===== src/rtl/gpu_prog_responder_if.sv =====
// Prefetcher, local RAM and external bus signals of the GPU program-fetch responder.
// The slave modport is the responder's view; master is the surrounding system.
interface gpu_prog_responder_if #(
  parameter int unsigned LOCAL_AW = 10
);
  logic                progreq;
  logic [21:0]         progaddr;
  logic                pabort;
  logic                progack;
  logic [31:0]         gpu_data;
  logic                ram_cs;
  logic [LOCAL_AW-1:0] ram_addr;
  logic [31:0]         ram_dout;
  logic                ext_req;
  logic [21:0]         ext_addr;
  logic                ext_ack;
  logic [31:0]         ext_data;
  logic                busy;
  logic                timeout_err;

  modport slave (
    input  progreq, progaddr, pabort, ram_dout, ext_ack, ext_data,
    output progack, gpu_data, ram_cs, ram_addr, ext_req, ext_addr, busy, timeout_err
  );

  modport master (
    output progreq, progaddr, pabort, ram_dout, ext_ack, ext_data,
    input  progack, gpu_data, ram_cs, ram_addr, ext_req, ext_addr, busy, timeout_err
  );
endinterface


===== src/rtl/gpu_prog_responder.sv =====
// GPU program-fetch responder: serves prefetcher longword fetches from local RAM
// or through a held-request external bus handshake with abort and timeout.
module gpu_prog_responder #(
  parameter logic [21:0]  LOCAL_BASE  = 22'h3C0C00,
  parameter int unsigned  LOCAL_AW    = 10,
  parameter int unsigned  EXT_TIMEOUT = 255
) (
  input  logic                  clk,
  input  logic                  reset,
  gpu_prog_responder_if.slave   bus
);

  localparam int unsigned   CW       = $clog2(EXT_TIMEOUT + 1);
  localparam logic [CW-1:0] CNT_LAST = CW'(EXT_TIMEOUT - 1);
  localparam logic [CW-1:0] CNT_MAX  = CW'(EXT_TIMEOUT);

  typedef enum logic [2:0] {
    IDLE    = 3'd0,
    RAM_RD  = 3'd1,
    RAM_CAP = 3'd2,
    EXT     = 3'd3,
    ACK     = 3'd4
  } state_t;

  state_t        state_q, state_d;
  logic          abort_q, abort_d;
  logic [CW-1:0] cnt_q, cnt_d;
  logic          ext_req_q, ext_req_d;
  logic [21:0]   ext_addr_q, ext_addr_d;
  logic [31:0]   gpu_data_q, gpu_data_d;
  logic          progack_q, progack_d;
  logic          timeout_q, timeout_d;
  logic          busy_q, busy_d;
  logic          ram_cs_c;
  logic          local_hit_c;
  logic          abort_now_c;

  assign local_hit_c = (bus.progaddr[21:LOCAL_AW] == LOCAL_BASE[21:LOCAL_AW]);
  assign abort_now_c = abort_q | bus.pabort;

  // Next-state and registered-output decode
  always_comb begin
    state_d    = state_q;
    abort_d    = abort_q;
    cnt_d      = cnt_q;
    ext_req_d  = ext_req_q;
    ext_addr_d = ext_addr_q;
    gpu_data_d = gpu_data_q;
    progack_d  = 1'b0;
    timeout_d  = 1'b0;
    ram_cs_c   = 1'b0;

    case (state_q)
      IDLE: begin
        abort_d = 1'b0;
        cnt_d   = '0;
        if (!reset && bus.progreq && !bus.pabort) begin
          if (local_hit_c) begin
            ram_cs_c = 1'b1;
            state_d  = RAM_RD;
          end else begin
            ext_addr_d = bus.progaddr;
            ext_req_d  = 1'b1;
            state_d    = EXT;
          end
        end
      end

      RAM_RD: begin
        if (bus.pabort) begin
          state_d = IDLE;
        end else begin
          gpu_data_d = bus.ram_dout;
          progack_d  = 1'b1;
          state_d    = RAM_CAP;
        end
      end

      RAM_CAP: state_d = ACK;

      EXT: begin
        abort_d = abort_now_c;
        if (cnt_q != CNT_MAX) cnt_d = cnt_q + CW'(1);
        if (bus.ext_ack) begin
          ext_req_d = 1'b0;
          if (abort_now_c) begin
            state_d = IDLE;
          end else begin
            gpu_data_d = bus.ext_data;
            progack_d  = 1'b1;
            state_d    = RAM_CAP;
          end
        end else if (cnt_q >= CNT_LAST) begin
          // No response in time: deliver a NOP-fill word unless the fetch was cancelled
          ext_req_d = 1'b0;
          timeout_d = 1'b1;
          if (abort_now_c) begin
            state_d = IDLE;
          end else begin
            gpu_data_d = 32'hFFFF_FFFF;
            progack_d  = 1'b1;
            state_d    = RAM_CAP;
          end
        end
      end

      ACK: state_d = IDLE;

      default: state_d = IDLE;
    endcase

    busy_d = (state_d != IDLE);
  end

  // State and output registers
  always_ff @(posedge clk) begin
    if (reset) begin
      state_q    <= IDLE;
      abort_q    <= 1'b0;
      cnt_q      <= '0;
      ext_req_q  <= 1'b0;
      ext_addr_q <= '0;
      gpu_data_q <= '0;
      progack_q  <= 1'b0;
      timeout_q  <= 1'b0;
      busy_q     <= 1'b0;
    end else begin
      state_q    <= state_d;
      abort_q    <= abort_d;
      cnt_q      <= cnt_d;
      ext_req_q  <= ext_req_d;
      ext_addr_q <= ext_addr_d;
      gpu_data_q <= gpu_data_d;
      progack_q  <= progack_d;
      timeout_q  <= timeout_d;
      busy_q     <= busy_d;
    end
  end

  assign bus.ram_cs      = ram_cs_c;
  assign bus.ram_addr    = ram_cs_c ? bus.progaddr[LOCAL_AW-1:0] : '0;
  assign bus.progack     = progack_q;
  assign bus.gpu_data    = gpu_data_q;
  assign bus.ext_req     = ext_req_q;
  assign bus.ext_addr    = ext_addr_q;
  assign bus.busy        = busy_q;
  assign bus.timeout_err = timeout_q;

endmodule

===== src/flat_wrapper.sv =====
// flat-port wrapper written by rule: the top's interface ports become plain ports
module gpu_prog_responder_flat 
#(
  parameter logic [21:0]  LOCAL_BASE  = 22'h3C0C00,
  parameter int unsigned  LOCAL_AW    = 10,
  parameter int unsigned  EXT_TIMEOUT = 255
)
  (clk, reset, bus_progreq, bus_progaddr, bus_pabort, bus_ram_dout, bus_ext_ack, bus_ext_data, bus_progack, bus_gpu_data, bus_ram_cs, bus_ram_addr, bus_ext_req, bus_ext_addr, bus_busy, bus_timeout_err);
  gpu_prog_responder_if #(.LOCAL_AW(LOCAL_AW)) bus_i ();
  input  logic clk;
  input  logic reset;
  input wire logic [$bits(bus_i.progreq)-1:0] bus_progreq;
  input wire logic [$bits(bus_i.progaddr)-1:0] bus_progaddr;
  input wire logic [$bits(bus_i.pabort)-1:0] bus_pabort;
  input wire logic [$bits(bus_i.ram_dout)-1:0] bus_ram_dout;
  input wire logic [$bits(bus_i.ext_ack)-1:0] bus_ext_ack;
  input wire logic [$bits(bus_i.ext_data)-1:0] bus_ext_data;
  output wire logic [$bits(bus_i.progack)-1:0] bus_progack;
  output wire logic [$bits(bus_i.gpu_data)-1:0] bus_gpu_data;
  output wire logic [$bits(bus_i.ram_cs)-1:0] bus_ram_cs;
  output wire logic [$bits(bus_i.ram_addr)-1:0] bus_ram_addr;
  output wire logic [$bits(bus_i.ext_req)-1:0] bus_ext_req;
  output wire logic [$bits(bus_i.ext_addr)-1:0] bus_ext_addr;
  output wire logic [$bits(bus_i.busy)-1:0] bus_busy;
  output wire logic [$bits(bus_i.timeout_err)-1:0] bus_timeout_err;
  assign bus_i.progreq = bus_progreq;
  assign bus_i.progaddr = bus_progaddr;
  assign bus_i.pabort = bus_pabort;
  assign bus_i.ram_dout = bus_ram_dout;
  assign bus_i.ext_ack = bus_ext_ack;
  assign bus_i.ext_data = bus_ext_data;
  assign bus_progack = bus_i.progack;
  assign bus_gpu_data = bus_i.gpu_data;
  assign bus_ram_cs = bus_i.ram_cs;
  assign bus_ram_addr = bus_i.ram_addr;
  assign bus_ext_req = bus_i.ext_req;
  assign bus_ext_addr = bus_i.ext_addr;
  assign bus_busy = bus_i.busy;
  assign bus_timeout_err = bus_i.timeout_err;
  gpu_prog_responder #(.LOCAL_BASE(LOCAL_BASE), .LOCAL_AW(LOCAL_AW), .EXT_TIMEOUT(EXT_TIMEOUT)) u_core (.clk(clk), .reset(reset), .bus(bus_i));
endmodule

===== config.mk =====
export PLATFORM = sky130hd
export DESIGN_NAME = gpu_prog_responder_flat
export DESIGN_NICKNAME = d
export VERILOG_FILES = /design/src/rtl/gpu_prog_responder_if.sv /design/src/rtl/gpu_prog_responder.sv /design/src/flat_wrapper.sv
export SDC_FILE = /design/constraint.sdc
export NUM_CORES = 1
export LEC_CHECK = 0
export ABC_AREA = 1
export BUFFER_PORTS_ARGS = -buffer_cell sky130_fd_sc_hd__buf_2
export CAP_MARGIN = 20
export CORE_ASPECT_RATIO = 2
export CORE_MARGIN = 2
export CORE_UTILIZATION = 47
export DETAILED_ROUTE_END_ITERATION = 16
export MAX_ROUTING_LAYER = met4
export PLACE_DENSITY = 0.8
export SYNTH_ARGS = -nofsm -noshare
export SYNTH_HDL_FRONTEND = slang
export SYNTH_SLANG_ARGS = --single-unit

===== constraint.sdc =====
create_clock -name clk -period 1.7 [get_ports clk]
set_input_delay 0.17 -clock clk [delete_from_list [all_inputs] [get_ports clk]]
set_output_delay 0.17 -clock clk [all_outputs]
set_load 0.03 [all_outputs]

# Word-level counts from Yosys, hierarchy flattened
# Index checks and enable logic that the tools add are counted.
# totals
ff_bits	70
latch_bits	0
ramBits	0
rom_bits	0
input_bits	91
output_inout_bits	69
wordCells	69
memories	0
# op_classes
addsub	1
n_mul	0
n_div	0
n_lt_le_gt_ge	1
eq_ne	11
shifts	0
n_mux	31
bitwise	3
reduce_logical	13
# op_table
op	n
two-way mux 32 bit	5
one-hot mux 32 bit (2 select lines)	1
one-hot mux 8 bit (2 select lines)	1
equality test 12 bit (second input constant)	1
two-way mux 1 bit	12
one-hot mux 3 bit (4 select lines)	1
two-way mux 10 bit	1
two-way mux 3 bit	3
adder 8 x 1 -> 8 bit (second input constant)	1
>= comparator 8 bit (second input constant)	1
two-way mux 8 bit	1
inequality test 8 bit (second input constant)	1
AND reduction 4 bit	2
equality test 3 x 2 -> 1 bit (second input constant)	2
two-way mux 2 bit	3
inequality test 2 bit (second input constant)	3
one-hot mux 1 bit (2 select lines)	3
inequality test 2 x 1 -> 1 bit (second input constant)	2
nonzero test 2 bit	2
equality test 3 x 1 -> 1 bit (second input constant)	1
logical NOT 3 bit	1
inequality test 3 x 2 -> 1 bit (second input constant)	1
AND reduction 3 bit	1
nonzero test 3 bit	1
6 further kinds	9

# Longest topological paths before layout
# Gate-level depths: netlist of run 1.
# logic_depth
ltp_word	6
mapped_depth	11
depth_no_buf	11

# Least setup slack after synthesis of run 1
# No wires, ideal clock.
# synth_path
kind	register to output
startpoint	reg u_core.state_q[2]
endpoint	out bus_ram_addr[0]
arrival_ns	1.497
required_time_ns	1.530
path_slack_ns	0.033
stages_incl_launch_ff	8
path_buffers	2
path_cell_list	dfxtp_1 -> inv_1 -> nand3_1 -> nor2_1 -> buf_4 -> nand3_1 -> buf_2 -> nor2_1
# synth_between
elab_chain_cells	3
# synth_rtl
element	line	text
start, declared	gpu_prog_responder.sv:25	state_t state_q, state_d;
start signal, assigned	gpu_prog_responder.sv:128	state_q <= state_d;
logical NOT 3 bit	gpu_prog_responder.sv:53	case (state_q)
two-way mux 1 bit	gpu_prog_responder.sv:53	
two-way mux 10 bit	gpu_prog_responder.sv:141	assign bus.ram_addr = ram_cs_c ? bus.progaddr[LOCAL_AW-1:0] : '0;
end, declared	flat_wrapper.sv:21	output wire logic [$bits(bus_i.ram_addr)-1:0] bus_ram_addr;
# No other way between the ends.

# Worst setup path in the final report of run 1
# layout_path
startpoint	reg u_core.state_q[0]
endpoint	out bus_ram_addr[9]
# Same word-level chain as after synthesis.

==> results.ini, run 1 <==
[run_status]
status=finished, final reports clean

[sta]
fin_setup_tns_ps=0
rsz0062_at_grt=true
drv_slew=0
fmax_mhz=593
hold_ws_ps=45.6
fin_worst_skew_ps=6.71
period_share=0.992
hold_violations=0
fin_crit_ps=1690
setup_ws_ps=13.8
report.final.setup_viol=0
worst_pin_slew_ps=738
max_slew_margin=0.504

[synth]
ys_top_cells_by_area=dfxtp_1 (40%), nand2_1 (13%), nand3_1 (9.3%)
synth_nets=629
synth_warnings=0
synthesis.instances=536
ys_seq_area_frac=0.397
avgSynthCellArea_sq_um=6.59
netlist-cell-type-count=28
synth_top_cell_area_share=0.397
ys_seq_elements=70
netlist_area_sq_um=3530
synth.largest_area_cell=dfxtp_1

[critical_path]
cp_slowest_cell=dfxtp_4
timing.critical_path.mode_cell=nand3_4
crit_cells=6
r2r_cells=7
crit_path_end_kind=output pin
critPathBufInv=2
required_ps=1530
path_max_fanout=6
path_class=reg -> out
slowest_delay_ps=350
cp_data_arrival_time_ps=1520
crit_family=simple AND/OR/NAND/NOR gates
crit_chain=inv_4 > nand3_4 > nor2_4 > nand3_4 > nor2_1 > buf_4
startpoint_type=register

[clocking]
cts_tree=yes
hold_buffers=0
clk_path_buf_depth=2
cts.sinks=70
cts.clk_slew.worst_paths_ps=50
cts_buffers=9
cts-root-buf=clkbuf_16
insertion_delay_ps=330
h-tree-depth=3

[route]
dr.pass1.iters=5
routed-via-count=4050
wirelength_um=10300
post_drt_via_cell_ratio=5.11
detail-route-antenna-nets=0
drc=0
drt_iter0_drc=286
wire_per_inst_um=13.0

[worst_hold_path]
whs_path_depth=2
hold_path.class=in -> reg

[floorplan]
core_sq_um=7270
die_y_um=127
die_area_sq_um=8270
start_util=0.486
rows=44
die_x_um=65.3
boundaryPins=160

[pwr]
swShare=0.245
leakagePower_nw=2.42
powerDensity_nw_per_um2=831
power.total_w=0.00410
power_frac_seq=0.416
clockPowerShare=0.461
switchingPower_w=0.00100
ir_drop_v=0.000656
comb_power_share=0.123
cellInternalPower_w=0.00309

[layout]
fillers=638
area_growth_pct=39.6
nets=789
antenna_cells=0
drive_gt1_frac=0.334
fin_area_sq_um=4930

[place]
hpwl_um=7100
placed_cell_area_sq_um=4370
port_buffers=159
post-place-ws_ps=-89.8
gp_congestion=0.982

[job]
cap_viol_max_count=0

[global_route]
grt_max_degree=66
grt.overflow.total=0
antenna_found_initial=0
grt_pass1_vias=3897
grt_usage=0.258
grt_pass1_wl_um=16600

==> final timing paths <==
kind,to,slack [ps],from
hold / removal,u_core.bus.timeout_err$_SDFF_PP0_,50,bus_ext_ack
setup / recovery,bus_ram_addr[9],10,u_core.state_q[0]$_SDFF_PP0_
setup reg to reg,u_core.bus.gpu_data[1]$_SDFFE_PP0P_,130,u_core.state_q[0]$_SDFF_PP0_
hold reg to reg,u_core.bus.gpu_data[22]$_SDFFE_PP0P_,460,u_core.bus.gpu_data[22]$_SDFFE_PP0P_
==> sequential cells by signal, indices dropped and copies added (netlist names) <==
register                flops
u_core.cnt_q                8
u_core.bus.progack          1
u_core.state_q              3
u_core.bus.ext_req          1
u_core.bus.ext_addr        22
u_core.abort_q              1
u_core.bus.timeout_err      1
u_core.bus.busy             1
u_core.bus.gpu_data        32
==> synthesized netlist by cell type <==
cell type and count:
nand4_1 3, dfxtp_1 70, or2_2 2, xor2_1 2, nor4_1 2, nand2_4 2, nand2_1 121, clkbuf_1 14
nor2_4 1, inv_1 38, buf_4 14, o31ai_1 1, buf_6 4, clkinv_2 1, o21ai_0 31, inv_2 1
nor3_1 1, nor2_1 87, ha_1 2, a21oi_2 1, o21ai_1 1, nand2_2 3, buf_2 3, a21oi_1 62
buf_1 1, nand3_1 66, o21bai_1 1, nand3_2 1
==> power groups by stage <==
stage	logic [W]	clock network (W)	registers, W
after floorplan	0.000208	0	0.00182
after global placement	0.000467	0	0.00174
after detailed placement	0.000475	0	0.00174
after CTS	0.000493	0.00193	0.00171
after global routing	0.000554	0.00202	0.00171
final	0.000503	0.00189	0.00171
==> layout make-up <==
cell class	instances	area, sq um	share of cell area
well taps	92	115	0.0233
clock buffers	11	253	0.0512
repair buffers	182	1050	0.213
flip-flops and latches	70	1410	0.286
inverters	40	156	0.0317
clock inverters	5	57.6	0.0117
multi-input cells	393	1890	0.383
==> placed cells by master, fill, tap and decap left out, types with 4 or more instances in the layout <==
| master | instances |
|---|---|
| nand2_1 | 119 |
| buf_2 | 148 |
| nor2_4 | 4 |
| buf_4 | 27 |
| nand2_2 | 5 |
| dfxtp_1 | 66 |
| a21oi_1 | 62 |
| nor2_2 | 5 |
| clkbuf_16 | 9 |
| o21ai_0 | 31 |
| inv_1 | 34 |
| buf_6 | 4 |
| nand3_1 | 64 |
| nor2_1 | 79 |
==> cells by family after synthesis <==
group,synth area share
and+or+nand+nor,0.346
DFF,0.397
xor gates and xnor gates,0.00496
AOI/OAI and AO/OA,0.140
adders and majority gates,0.00708
buffers and inverters,0.106
==> through the flow <==
step           utilization  cells
6_report             0.679    793
5_1_grt              0.679    793
4_1_cts              0.665    786
3_5_place_dp         0.601    765
3_3_place_gp         0.601    765
2_1_floorplan            -    536
==> layer usage <==
metal | vias up | GRT usage | routed length, um
met5 | - | - | 0
met4 | 0 | 0.141 | 366
met3 | 32 | 0.0559 | 750
met2 | 186 | 0.460 | 5570
met1 | 1780 | 0.251 | 3640
li1 | 2052 | - | -
==> what timing repair did <==
| item | in CTS | in global routing |
|---|---|---|
| endpoints found under the setup margin | 45 | 48 |
| gates resized for setup | 32 | 19 |
| setup buffers | 3 | 6 |
| cloned | 2 | 1 |
| pin swaps | 6 | 4 |
Power figures use the tool's default switching activity.
==> run 2, diff against run 1 <==
Settings changed: PLACE_DENSITY 0.8 to 0.92.
==> run 2 against run 1 <==
Compared with the run above:
- critical path type unchanged
- largest cell class unchanged
- non-clock buffer count shrank 1
- largest power group is now registers
- first-iteration DRC count shrank 4.2%
- global-route usage shrank 1.4 points
- critical path depth grew 1
==> results.ini, run 2 (same netlist as run 1, synthesis figures left out) <==
[clocking]
cts_buffers=9
insertion_delay_ps=330
clk_path_buf_depth=2
cts.clk_slew.worst_paths_ps=50
cts_tree=yes
h-tree-depth=3
cts-root-buf=clkbuf_16
hold_buffers=0
cts.sinks=70

[critical_path]
r2r_slack_ps=140
rr_endpoint=u_core.cnt_q[7]$_SDFFE_PP0P_
r2r-start=u_core.cnt_q[1]$_SDFFE_PP0P_
required_ps=1530
startpoint_type=register
path_class=reg -> out
crit_path_end_kind=output pin
path_max_fanout=5
cp_data_arrival_time_ps=1510
r2r_cells=8

[layout]
nets=785
drive_gt1_frac=0.326
layout_common_cells=buf_2 (149), nand2_1 (121), nor2_1 (75)
largest_reg_flops=32
area_growth_pct=37.6
layout_commonest_cell=buf_2
fin_area_sq_um=4860
antenna_cells=0

[floorplan]
die_y_um=127
core_sq_um=7270
die_area_sq_um=8270
die_x_um=65.3
start_util=0.486
boundaryPins=160
rows=44

[sta]
rsz0062_at_grt=true
period_share=0.987
worst_pin_slew_ps=453
fmax_mhz=596
fin_worst_skew_ps=3.39
max_slew_margin=0.698
hold_ws_ps=57.7
fin_setup_tns_ps=0
report.final.setup_viol=0
drv_slew=0
fin_crit_ps=1680
hold_violations=0

[place]
placed_cell_area_sq_um=4370
gp_congestion=0.906
hpwl_um=7350
port_buffers=159

[worst_hold_path]
hold_path.class=in -> reg
hp-start=bus_ext_ack
min_delay_worst_endpoint=u_core.bus.timeout_err$_SDFF_PP0_
whs_path_depth=2

[global_route]
grt_usage=0.244
grt_pass1_wl_um=15500
grt.overflow.total=0
antenna_found_initial=0
grt_pass1_vias=3707
grt_max_degree=68

[route]
drt_iter0_drc=274
drc=0
wire_per_inst_um=13.2
routed-via-count=4090
post_drt_via_cell_ratio=5.19
wirelength_um=10400
detail-route-antenna-nets=0
dr.pass1.iters=5

[pwr]
powerDensity_nw_per_um2=788
ir_drop_v=0.000564
leakagePower_nw=2.40

[run_status]
status=finished, final reports clean

[job]
cap_viol_max_count=0

## run 2: cell types whose count changed in the layout (fill, tap and decap cells not counted), moves of 2 or more
cell and change:
clkinvlp_4 -3, nand2_1 +2, clkbuf_1 +4, clkbuf_8 -2
nor2_2 +2, nor2_1 -4, buf_8 +3, buf_6 +4
nor2_4 +2, nand2_2 -3, buf_4 -8
## run 2: worst max path at each step
stage | startpoint | end | slack (ps)
after floorplan | u_core.state_q[2]$_SDFF_PP0_ | bus_ram_addr[0] | 30
after global placement | u_core.cnt_q[1]$_SDFFE_PP0P_ | u_core.cnt_q[5]$_SDFFE_PP0P_ | 50
after detailed placement | u_core.cnt_q[1]$_SDFFE_PP0P_ | u_core.cnt_q[5]$_SDFFE_PP0P_ | -0.2
after CTS | u_core.state_q[2]$_SDFF_PP0_ | bus_ram_addr[0] | 3
after global routing | u_core.state_q[1]$_SDFF_PP0_ | bus_ram_addr[1] | -50
final | u_core.state_q[1]$_SDFF_PP0_ | bus_ram_addr[1] | 20
## run 2: cell type report
type,count,area [sq um]
sequential,70,1410
fill,616,2400
tap,92,115
clock buffer,13,240
multi-input combinational,390,1860
clock inverter,2,10.0
inverter,40,156
timing repair buffer,181,1060
## run 2: what timing repair did
action | 4_1_cts | 5_1_grt
buffers inserted | 2 | 4
endpoints found under the setup margin | 13 | 51
cloned | 1 | 0
pin swaps | 1 | 3
gates resized for setup | 24 | 36
## run 2: per-layer routing
| metal | up-vias | routed length, um | GRT usage |
|---|---|---|---|
| li1 | 2041 | - | - |
| met1 | 1847 | 3660 | 0.226 |
| met2 | 175 | 5780 | 0.452 |
| met3 | 27 | 659 | 0.0381 |
| met4 | 0 | 332 | 0.143 |
| met5 | - | 0 | - |
## run 2: worst max-delay path, cell delays in order (launching register included)
cell	delay (ps)
dfxtp_2	330
inv_2	80
nand3_4	90
nor2_4	130
nand3_4	110
buf_8	170
nor2_2	90
buf_4	170
## run 2: report_power, final
part	switching (W)	total [W]	internal [W]
registers	0.0000230	0.00171	0.00168
clock network	0.000643	0.00162	0.000974
logic	0.000304	0.000505	0.000201
total	0.000970	0.00383	0.00286
## run 2: stage by stage
stage          setup slack, ps  utilization  cells  power, W
4_1_cts                   2.60        0.647    784   0.00384
3_5_place_dp            -0.209        0.601    766   0.00222
2_1_floorplan             32.7            -    536   0.00203
5_1_grt                  -48.0        0.669    788   0.00396
3_3_place_gp              45.9        0.601    766   0.00221
6_report                  22.0        0.669    788   0.00383
